--- src/rtl/affine_seq.sv ---
// Sequences the register file through one affine transform per job: accept x1/y1, read back, write x2/y2.
// out_valid rises 3 edges after y1 is accepted; in_ready is low from FETCH to DONE, and DONE holds until out_ready.
module affine_seq #(
  parameter int n   = 8,
  parameter int A11 = 96,
  parameter int A12 = 64,
  parameter int A21 = -64,
  parameter int A22 = 96,
  parameter int B1  = 20,
  parameter int B2  = -20
) (
  input  logic                clk,
  input  logic                n_reset,
  input  logic signed [n-1:0] in_data,
  input  logic                in_valid,
  output logic                in_ready,
  output logic                out_valid,
  input  logic                out_ready,
  output logic                busy,
  output logic                write,
  output logic        [1:0]   Raddr1,
  output logic        [1:0]   Raddr2,
  output logic        [n-1:0] Wdata,
  input  logic signed [n-1:0] Rdata1,
  input  logic signed [n-1:0] Rdata2
);

  localparam int FRAC = 7;

  localparam logic signed [n-1:0] a11_c = n'(A11);
  localparam logic signed [n-1:0] a12_c = n'(A12);
  localparam logic signed [n-1:0] a21_c = n'(A21);
  localparam logic signed [n-1:0] a22_c = n'(A22);
  localparam logic signed [n-1:0] b1_c  = n'(B1);
  localparam logic signed [n-1:0] b2_c  = n'(B2);

  typedef enum logic [2:0] {
    IDLE,
    GET_Y,
    FETCH,
    WR_X2,
    WR_Y2,
    DONE
  } state_t;

  state_t state, state_nxt;
  logic signed [n-1:0] x_q, y_q;
  logic signed [n-1:0] x2, y2;

  // Full-width product, floor shift back to Q0, keep the low n bits.
  function automatic logic signed [n-1:0] term(input logic signed [n-1:0] a,
                                               input logic signed [n-1:0] b);
    logic signed [2*n-1:0] p;
    p = a * b;
    return n'(p >>> FRAC);
  endfunction

  assign x2 = term(x_q, a11_c) + term(y_q, a12_c) + b1_c;
  assign y2 = term(x_q, a21_c) + term(y_q, a22_c) + b2_c;

  always_ff @(posedge clk or negedge n_reset) begin
    if (!n_reset) begin
      state <= IDLE;
      x_q   <= '0;
      y_q   <= '0;
    end else begin
      state <= state_nxt;
      if (state == FETCH) begin
        x_q <= Rdata1;
        y_q <= Rdata2;
      end
    end
  end

  always_comb begin
    state_nxt = state;
    in_ready  = 1'b0;
    out_valid = 1'b0;
    busy      = (state != IDLE);
    write     = 1'b0;
    Raddr1    = 2'd0;
    Raddr2    = 2'd1;
    Wdata     = '0;
    case (state)
      IDLE: begin
        in_ready = 1'b1;
        if (in_valid) begin
          write     = 1'b1;
          Wdata     = in_data;
          state_nxt = GET_Y;
        end
      end
      GET_Y: begin
        in_ready = 1'b1;
        if (in_valid) begin
          write     = 1'b1;
          Raddr1    = 2'd1;
          Wdata     = in_data;
          state_nxt = FETCH;
        end
      end
      FETCH: state_nxt = WR_X2;
      WR_X2: begin
        write     = 1'b1;
        Raddr1    = 2'd2;
        Wdata     = x2;
        state_nxt = WR_Y2;
      end
      WR_Y2: begin
        write     = 1'b1;
        Raddr1    = 2'd3;
        Wdata     = y2;
        state_nxt = DONE;
      end
      DONE: begin
        out_valid = 1'b1;
        if (out_ready) state_nxt = IDLE;
      end
      default: state_nxt = IDLE;
    endcase
  end

endmodule

--- config.mk ---
export PLATFORM = sky130hd
export DESIGN_NAME = affine_seq
export DESIGN_NICKNAME = d
export VERILOG_FILES = /design/src/rtl/affine_seq.sv
export SDC_FILE = /design/constraint.sdc
export NUM_CORES = 1
export LEC_CHECK = 0
export CELL_PAD_IN_SITES_DETAIL_PLACEMENT = 1
export CELL_PAD_IN_SITES_GLOBAL_PLACEMENT = 1
export CORE_ASPECT_RATIO = 0.6
export CORE_MARGIN = 3
export CORE_UTILIZATION = 45
export CTS_BUF_LIST = sky130_fd_sc_hd__clkbuf_2 sky130_fd_sc_hd__clkbuf_4 sky130_fd_sc_hd__clkbuf_8
export DETAILED_ROUTE_END_ITERATION = 7
export GPL_ROUTABILITY_DRIVEN = 0
export GPL_TIMING_DRIVEN = 1
export HOLD_SLACK_MARGIN = 0.12
export PLACE_DENSITY_LB_ADDON = 0.1
export SLEW_MARGIN = 5
export SYNTH_ARGS = -nofsm -noshare
export SYNTH_HDL_FRONTEND = slang
export SYNTH_SLANG_ARGS = --single-unit
--- constraint.sdc ---
create_clock -name clk -period 12.6 [get_ports clk]
set_input_delay 1.89 -clock clk [delete_from_list [all_inputs] [get_ports clk]]
set_output_delay 1.89 -clock clk [all_outputs]
set_load 0.005 [all_outputs]
* Yosys cells after proc, flatten, opt, wreduce, memory -nomap -nowiden
Cells that the tools add are included.
** Storage, ports and cells
- Output and inout port bits :: 16
- Register bits after elaboration :: 19
** Operators by class
- Reduce and logical (&&, ||, !) cells :: 5
- Add/sub/neg operators :: 5
- Equality and inequality tests :: 8
- Muxes and demuxes :: 12
- Multiply operators :: 2
** Operator list (count)
- 8-bit case mux with 3 select lines :: 1
- 8-bit by 3-bit multiplier with 10-bit output (second input constant) :: 2
- 3-bit case mux with 6 select lines :: 1
- 8-bit by 6-bit adder with 8-bit output (second input constant) :: 2
- 3-bit 2-to-1 mux :: 3
- 8-bit negation with 9-bit output :: 1
- 8-bit by 7-bit adder with 8-bit output :: 1
- 8-bit adder :: 1
- 8-bit 2-to-1 mux :: 1
- 3-bit by 2-bit == test with 1-bit output (second input constant) :: 2
- 3-bit == test (second input constant) :: 2
- 2-bit != test (second input constant) :: 3
- 2-bit case mux with 3 select lines :: 1
- 1-bit 2-to-1 mux :: 4
- 2-bit OR reduction :: 2
- 3-bit by 1-bit == test with 1-bit output (second input constant) :: 1
- 3-bit logical NOT :: 1
- 3-bit AND reduction :: 1
- 3-bit nonzero test :: 1
- 1-bit case mux with 2 select lines :: 1

* Depth between registers and ports, before layout
Gate-level depths: netlist of run 1.
- Depth in word-level cells :: 4
- Mapped depth :: 17
- Depth with buffers taken out :: 17

* Least setup slack after synthesis of run 1
Ideal clock, no wire load.
- Kind :: reg-to-output
- Start point :: reg x_q[2]
- End point :: out Wdata[7]
- Buffers on the path :: 0
- Required time :: 10710 ps
- Setup slack :: 7249 ps
- Stages on the path, launching flop included :: 17
- Data arrival time :: 3461 ps
- Cells stage by stage :: dfrtp_1 -> inv_1 -> ha_1 -> ha_1 -> fa_1 -> a21o_1 -> a21oi_1 -> xnor2_1 -> ha_1 -> inv_1 -> ha_1 -> o21ai_0 -> o21bai_1 -> a21oi_1 -> xnor3_1 -> a22oi_1 -> o21ai_1
** Between the ends
- Longest elaborated chain between the ends :: 4
- Elaborated cells between the ends (all ways) :: 7
- Classes of those cells :: add/sub: 5; mul: 1; mux: 1
** RTL lines
- from (decl) :: RTL line 47 : logic signed [n-1:0] x_q, y_q;
- from (signal assigned) :: RTL line 69 : x_q <= Rdata1;
- 8-bit by 3-bit multiplier with 10-bit output or 8-bit negation with 9-bit output (tied branches) :: RTL line 54 : p = a * b;
- 8-bit by 7-bit adder with 8-bit output or 8-bit adder (tied branches) :: RTL line 58, 59
- 8-bit by 6-bit adder with 8-bit output (on tied branches) :: RTL line 58, 59
- 8-bit case mux with 3 select lines * :: RTL line 84 : case (state)
- to (decl) :: RTL line 23 : output logic [n-1:0] Wdata,
Every way passes the cells marked *; elsewhere a longest branch is shown, timed or not.

* Worst setup path after layout of run 1
Same ends and word-level chain as after synthesis.

==> results of run 1 <==
==> cells by family after synthesis <==
kind of cell    after synthesis  share of synthesized area, %
xor+xnor                     27                         10.48
buf+inv                      38                         6.510
simple gates                 52                         9.817
mux                           8                         3.611
other cells                   2                        0.3053
fa+ha+maj                    62                         32.76
flops                        19                         19.33
compound gates               67                         17.19
==> cell type report <==
| class | instances | area share, % |
|---|---|---|
| clock buffers | 4 | 1.646 |
| inverters | 30 | 3.799 |
| multi-input cells | 218 | 61.63 |
| flip-flops and latches | 19 | 16.04 |
| well taps | 66 | 2.786 |
| repair buffers | 42 | 14.10 |
==> Yosys cell counts (all sizes together) <==
cell / instances / area [µm²]
nand2: 19 / 71.32
o211ai: 1 / 7.510
dfrtp: 19 / 475.5
conb: 2 / 7.510
nand3: 1 / 5.000
xor2: 5 / 43.79
mux2i: 1 / 10.01
or3: 4 / 25.02
nor2: 14 / 52.55
nand3b: 1 / 7.510
buf: 5 / 36.28
nor3: 3 / 15.01
o2111ai: 1 / 8.760
and2: 3 / 18.77
a221o: 2 / 20.02
and3b: 1 / 8.760
mux2: 7 / 78.82
o21bai: 5 / 37.54
inv: 30 / 112.6
clkbuf: 3 / 11.26
a211oi: 5 / 42.54
nor2b: 3 / 18.77
a22oi: 3 / 22.52
ha: 58 / 725.7
a21o: 6 / 45.04
fa: 4 / 80.08
o21a: 1 / 8.760
nand4: 1 / 6.260
a222oi: 3 / 30.03
a21oi: 18 / 90.09
o21ai: 22 / 110.1
nand2b: 1 / 6.260
and3: 1 / 6.260
xnor2: 21 / 191.4
xnor3: 1 / 22.52
==> path summary, 6_finish.rpt <==
kind | start | end
min in group asynchronous | n_reset | x_q[7]
min reg2reg | y_q[0] | y_q[0]
min | y_q[0] | y_q[0]
max reg2reg | state[0] | y_q[1]
max in group asynchronous | n_reset | y_q[0]
max | x_q[2] | Wdata[7]
==> worst max-delay path, stage by stage (launching register included) <==
cell and delay [ns]:
dfrtp_1 0.41, inv_1 0.10, ha_1 0.28, ha_1 0.24, fa_1 0.43, a21o_1 0.21
a21oi_1 0.24, xnor2_1 0.10, ha_1 0.27, inv_1 0.04, ha_1 0.33, o21ai_0 0.25
o21bai_1 0.10, a21oi_1 0.16, xnor3_1 0.40, a22oi_1 0.17, o21ai_1 0.11, clkdlybuf4s50_1 0.45
==> through the flow <==
step	utilization [%]	cell area (µm²)	setup WS [ns]	hold slack [ns]
3_5_place_dp	56.28	2915	6.476	0.4676
2_1_floorplan	-	2460	7.249	0.4489
6_report	57.22	2964	6.156	0.4794
4_1_cts	57.22	2964	6.137	0.4855
3_3_place_gp	56.28	2915	6.614	0.4654
5_1_grt	57.22	2964	5.878	0.4963
==> metal layers <==
layer	up-vias	global-route usage, %	routed length, µm
met2	37	32.98	2774
li1	1031	-	-
met1	971	31.96	3349
met3	3	3.540	287
met5	-	0	0
met4	0	1.990	19
==> registers in the layout, indices dropped and copies added, names as in the netlist <==
| name | flops |
|---|---|
| y_q | 8 |
| state | 3 |
| x_q | 8 |
==> flow_summary.yaml, run 1 <==
run_status:
  status: "finished, final reports clean"
clocking:
  cts_root_buffer: "clkbuf_8"
  clockBufferDepth: 2
  clock-sinks: 19
  cts_tree: "yes"
  htreeDepth: 1
  cts_buffers: 3
  postCtsResizedCells: 0
  cts_hold_buffers: 0
  insertion_delay_ns: 0.27
  post_cts_buffers: 0
  path_clk_slew_ns: 0.08
detailed_routing:
  first_pass_iters: 4
  drt_wl_total_um: 6431
  ant_nets: 0
  wl_per_cell_um: 16.97
  drc_errors: 0
  via_per_inst: 5.388
  drtIter0Drc: 42
  via_count: 2042
die:
  dieHeight_um: 63.27
  die-area_um2: 6419
  pin_count: 44
  start_util_pct: 47.49
  fp.coreArea_um2: 5180
  num_rows: 20
  die-width_um: 101.5
logic_synthesis:
  synth_cell_types: 42
  ys_seq_area_share_pct: 19.33
  synth_fp_nets: 365
  yosysWarnings: 0
  syn_area_um2: 2460
  synth.avg_cell_area_um2: 8.945
  ys_ff_latch: 19
  syn_inst: 275
final_layout:
  antenna_cells: 0
  seqCellArea_um2: 475.5
  layout.cells.most_common_list: "ha_1 (58), clkdlybuf4s50_1 (41), inv_1 (29)"
  drive_above_1_share_pct: 3.514
  layout_commonest_cell: "ha_1"
  multi_input_area_um2: 1827
  nFillCells: 608
  synthToLayoutAreaGrowth_pct: 20.50
  finalNonFillerCells: 379
  fin_nets: 404
critical_path:
  critPathKind: "flop to output pin"
  ff2ff_path_depth: 4
  cp_data_required_time_ns: 10.71
  arrival_ns: 4.55
  critPathMaxFanout: 4
  critPathCaptureType: "output pin"
  start_kind: "flop"
  rrSetupSlack_ns: 10.96
global_route:
  grt_usage_pct: 21.28
  overflow: 0
  antenna_found_initial: 0
  grt_pass1_vias: 2108
  grt_max_degree: 27
  grt_pass1_wl_um: 10810
timing:
  setup_viol: 0
  setup_tns_ns: 0
  slew-limit-headroom_pct: 37.84
  finalHoldViolCount: 0
  period_minus_slack_ns: 6.444
  tightest_slew_ns: 0.9294
  rsz0062_at_grt: "false"
  timing.fmax_mhz: 155.2
  slew_viol_final: 0
  post-route-period-util_pct: 51.14
  clock_skew_ns: 0.001290
placed_design:
  dp_hpwl_um: 5508
  dp.cells: 375
  io_buffers: 41
hold_path:
  hold_class: "flop to flop"
  hold-path-cell-count: 1
run:
  drv_cap: 0
Power of run 1 is left out: the tool's default activity adds up to more than one toggle a clock period on the data nets, which glitch-free logic cannot reach.
==> run 2: changes to the inputs <==
Settings changed: CORE_UTILIZATION 45 to 38.
Clock period 12.6 ns to 5.55 ns, I/O delays scaled along.
==> run 2 against run 1 <==
  * Final area up 1.3%
  * Setup slack lost 5.9 ns
  * First-iteration DRC count is 74% higher
==> flow_summary.yaml, run 2 (same netlist as run 1, synthesis figures left out) <==
placed_design:
  io_buffers: 41
  post_dp_cell_area_um2: 2938
  dp_hpwl_um: 5446
hold_path:
  min_to: "y_q[0]"
  hp-start: "y_q[0]"
  hold-path-cell-count: 1
  hold_class: "flop to flop"
final_layout:
  layout.cells.most_common_list: "ha_1 (58), clkdlybuf4s50_1 (41), inv_1 (29)"
  final_area_um2: 3003
  nFillCells: 754
  drive_above_1_share_pct: 4.459
  multi_input_area_um2: 1836
  antenna_cells: 0
  synthToLayoutAreaGrowth_pct: 22.08
  reg.largest.list: "x_q: 8 flops, y_q: 8 flops, state: 3 flops"
  fin_nets: 405
  layout_commonest_cell: "ha_1"
  seqCellArea_um2: 475.5
run:
  drv_cap: 0
detailed_routing:
  via_per_inst: 5.095
  ant_nets: 0
  drc_errors: 0
  via_count: 2028
  first_pass_iters: 5
  wl_per_cell_um: 16.06
  drt_wl_total_um: 6392
  drtIter0Drc: 73
timing:
  clock_skew_ns: 0.008781
  post-route-period-util_pct: 95.19
  finalHoldViolCount: 0
  rsz0062_at_grt: "false"
  timing.fmax_mhz: 189.3
  period_minus_slack_ns: 5.283
  tightest_slew_ns: 0.9730
  slew_viol_final: 0
  setup_tns_ns: 0
  slew-limit-headroom_pct: 34.93
  holdWs_ns: 0.4866
  setup_viol: 0
global_route:
  antenna_found_initial: 0
  overflow: 0
  grt_max_degree: 27
  grt_usage_pct: 17.96
  grt_pass1_wl_um: 10160
  grt_pass1_vias: 1951
clocking:
  clock-sinks: 19
  clockBufferDepth: 2
  insertion_delay_ns: 0.27
  cts_buffers: 3
  cts_root_buffer: "clkbuf_8"
  htreeDepth: 1
  cts_tree: "yes"
  path_clk_slew_ns: 0.09
critical_path:
  critPathCaptureType: "output pin"
  critPathMaxFanout: 3
  cp_data_required_time_ns: 4.72
  start_kind: "flop"
  arrival_ns: 4.45
  critPathKind: "flop to output pin"
  ff2ff_path_depth: 4
  rr_endpoint: "y_q[7]"
  r2r-start: "state[0]"
  rrSetupSlack_ns: 3.92
die:
  start_util_pct: 39.72
  fp.coreArea_um2: 6193
  num_rows: 22
  pin_count: 44
  die-area_um2: 7506
  die-width_um: 109.9
  dieHeight_um: 68.32
run_status:
  status: "finished, final reports clean"
## run 2: cell types whose count changed in the layout (fill, tap and decap cells not counted), sizes merged
cell	before	now
buf	1	2
clkbuf	4	3
clkinvlp	0	1
## run 2: layout make-up
cell class / instances / area share, %
repair buffers: 43 / 14.17
inverters: 30 / 3.750
flip-flops and latches: 19 / 15.83
well taps: 84 / 3.500
multi-input cells: 218 / 61.12
clock buffers: 3 / 1.375
clock inverters: 1 / 0.2500
## run 2: worst max-delay path by stage
| stage | from | end | slack [ns] | cells after the start |
|---|---|---|---|---|
| 2_1_floorplan | x_q[2] | Wdata[7] | 1.26 | 16 |
| 3_3_place_gp | x_q[2] | Wdata[7] | 0.58 | 17 |
| 3_5_place_dp | x_q[2] | Wdata[7] | 0.48 | 17 |
| 4_1_cts | x_q[2] | Wdata[7] | 0.1 | 17 |
| 5_1_grt | x_q[1] | Wdata[7] | 0.03 | 17 |
| 6_report | x_q[1] | Wdata[7] | 0.27 | 17 |
## run 2: timing repair
action / in CTS / in global routing
setup endpoints to repair: 0 / 1
buffers inserted: 0 / 1
resized for setup: 0 / 3
hold buffers: 0 / 0
## run 2: stage by stage
| step | utilization [%] | setup WS (ns) | std cells |
|---|---|---|---|
| floorplan | - | 1.257 | 275 |
| global placement | 47.43 | 0.5803 | 393 |
| detailed placement | 47.43 | 0.4810 | 393 |
| CTS | 48.22 | 0.09991 | 397 |
| global route | 48.48 | 0.02908 | 398 |
| finish | 48.48 | 0.2669 | 398 |
## run 2: layer usage
metal,wire (µm),share of wire (%),GRT usage [%],vias up
met3,228,3.6,2.922,5
met5,0,0,0,-
met2,2717,43,28.32,32
met4,34,0.53,2.799,0
li1,-,-,-,1036
met1,3411,53,26.19,955
## run 2: worst max-delay path, cell delays in order, from the launching register on
cell and delay (ns):
dfrtp_1 0.39, inv_1 0.09, ha_1 0.30, ha_1 0.25, fa_1 0.44, a21o_1 0.22, a21oi_2 0.19, xnor2_1 0.10
ha_1 0.27, inv_1 0.04, ha_1 0.33, o21ai_1 0.19, o21bai_1 0.08, a21oi_1 0.17, xnor3_1 0.43, a22oi_1 0.16
o21ai_1 0.08, clkdlybuf4s50_1 0.44
Power of run 2 is left out for the same reason.
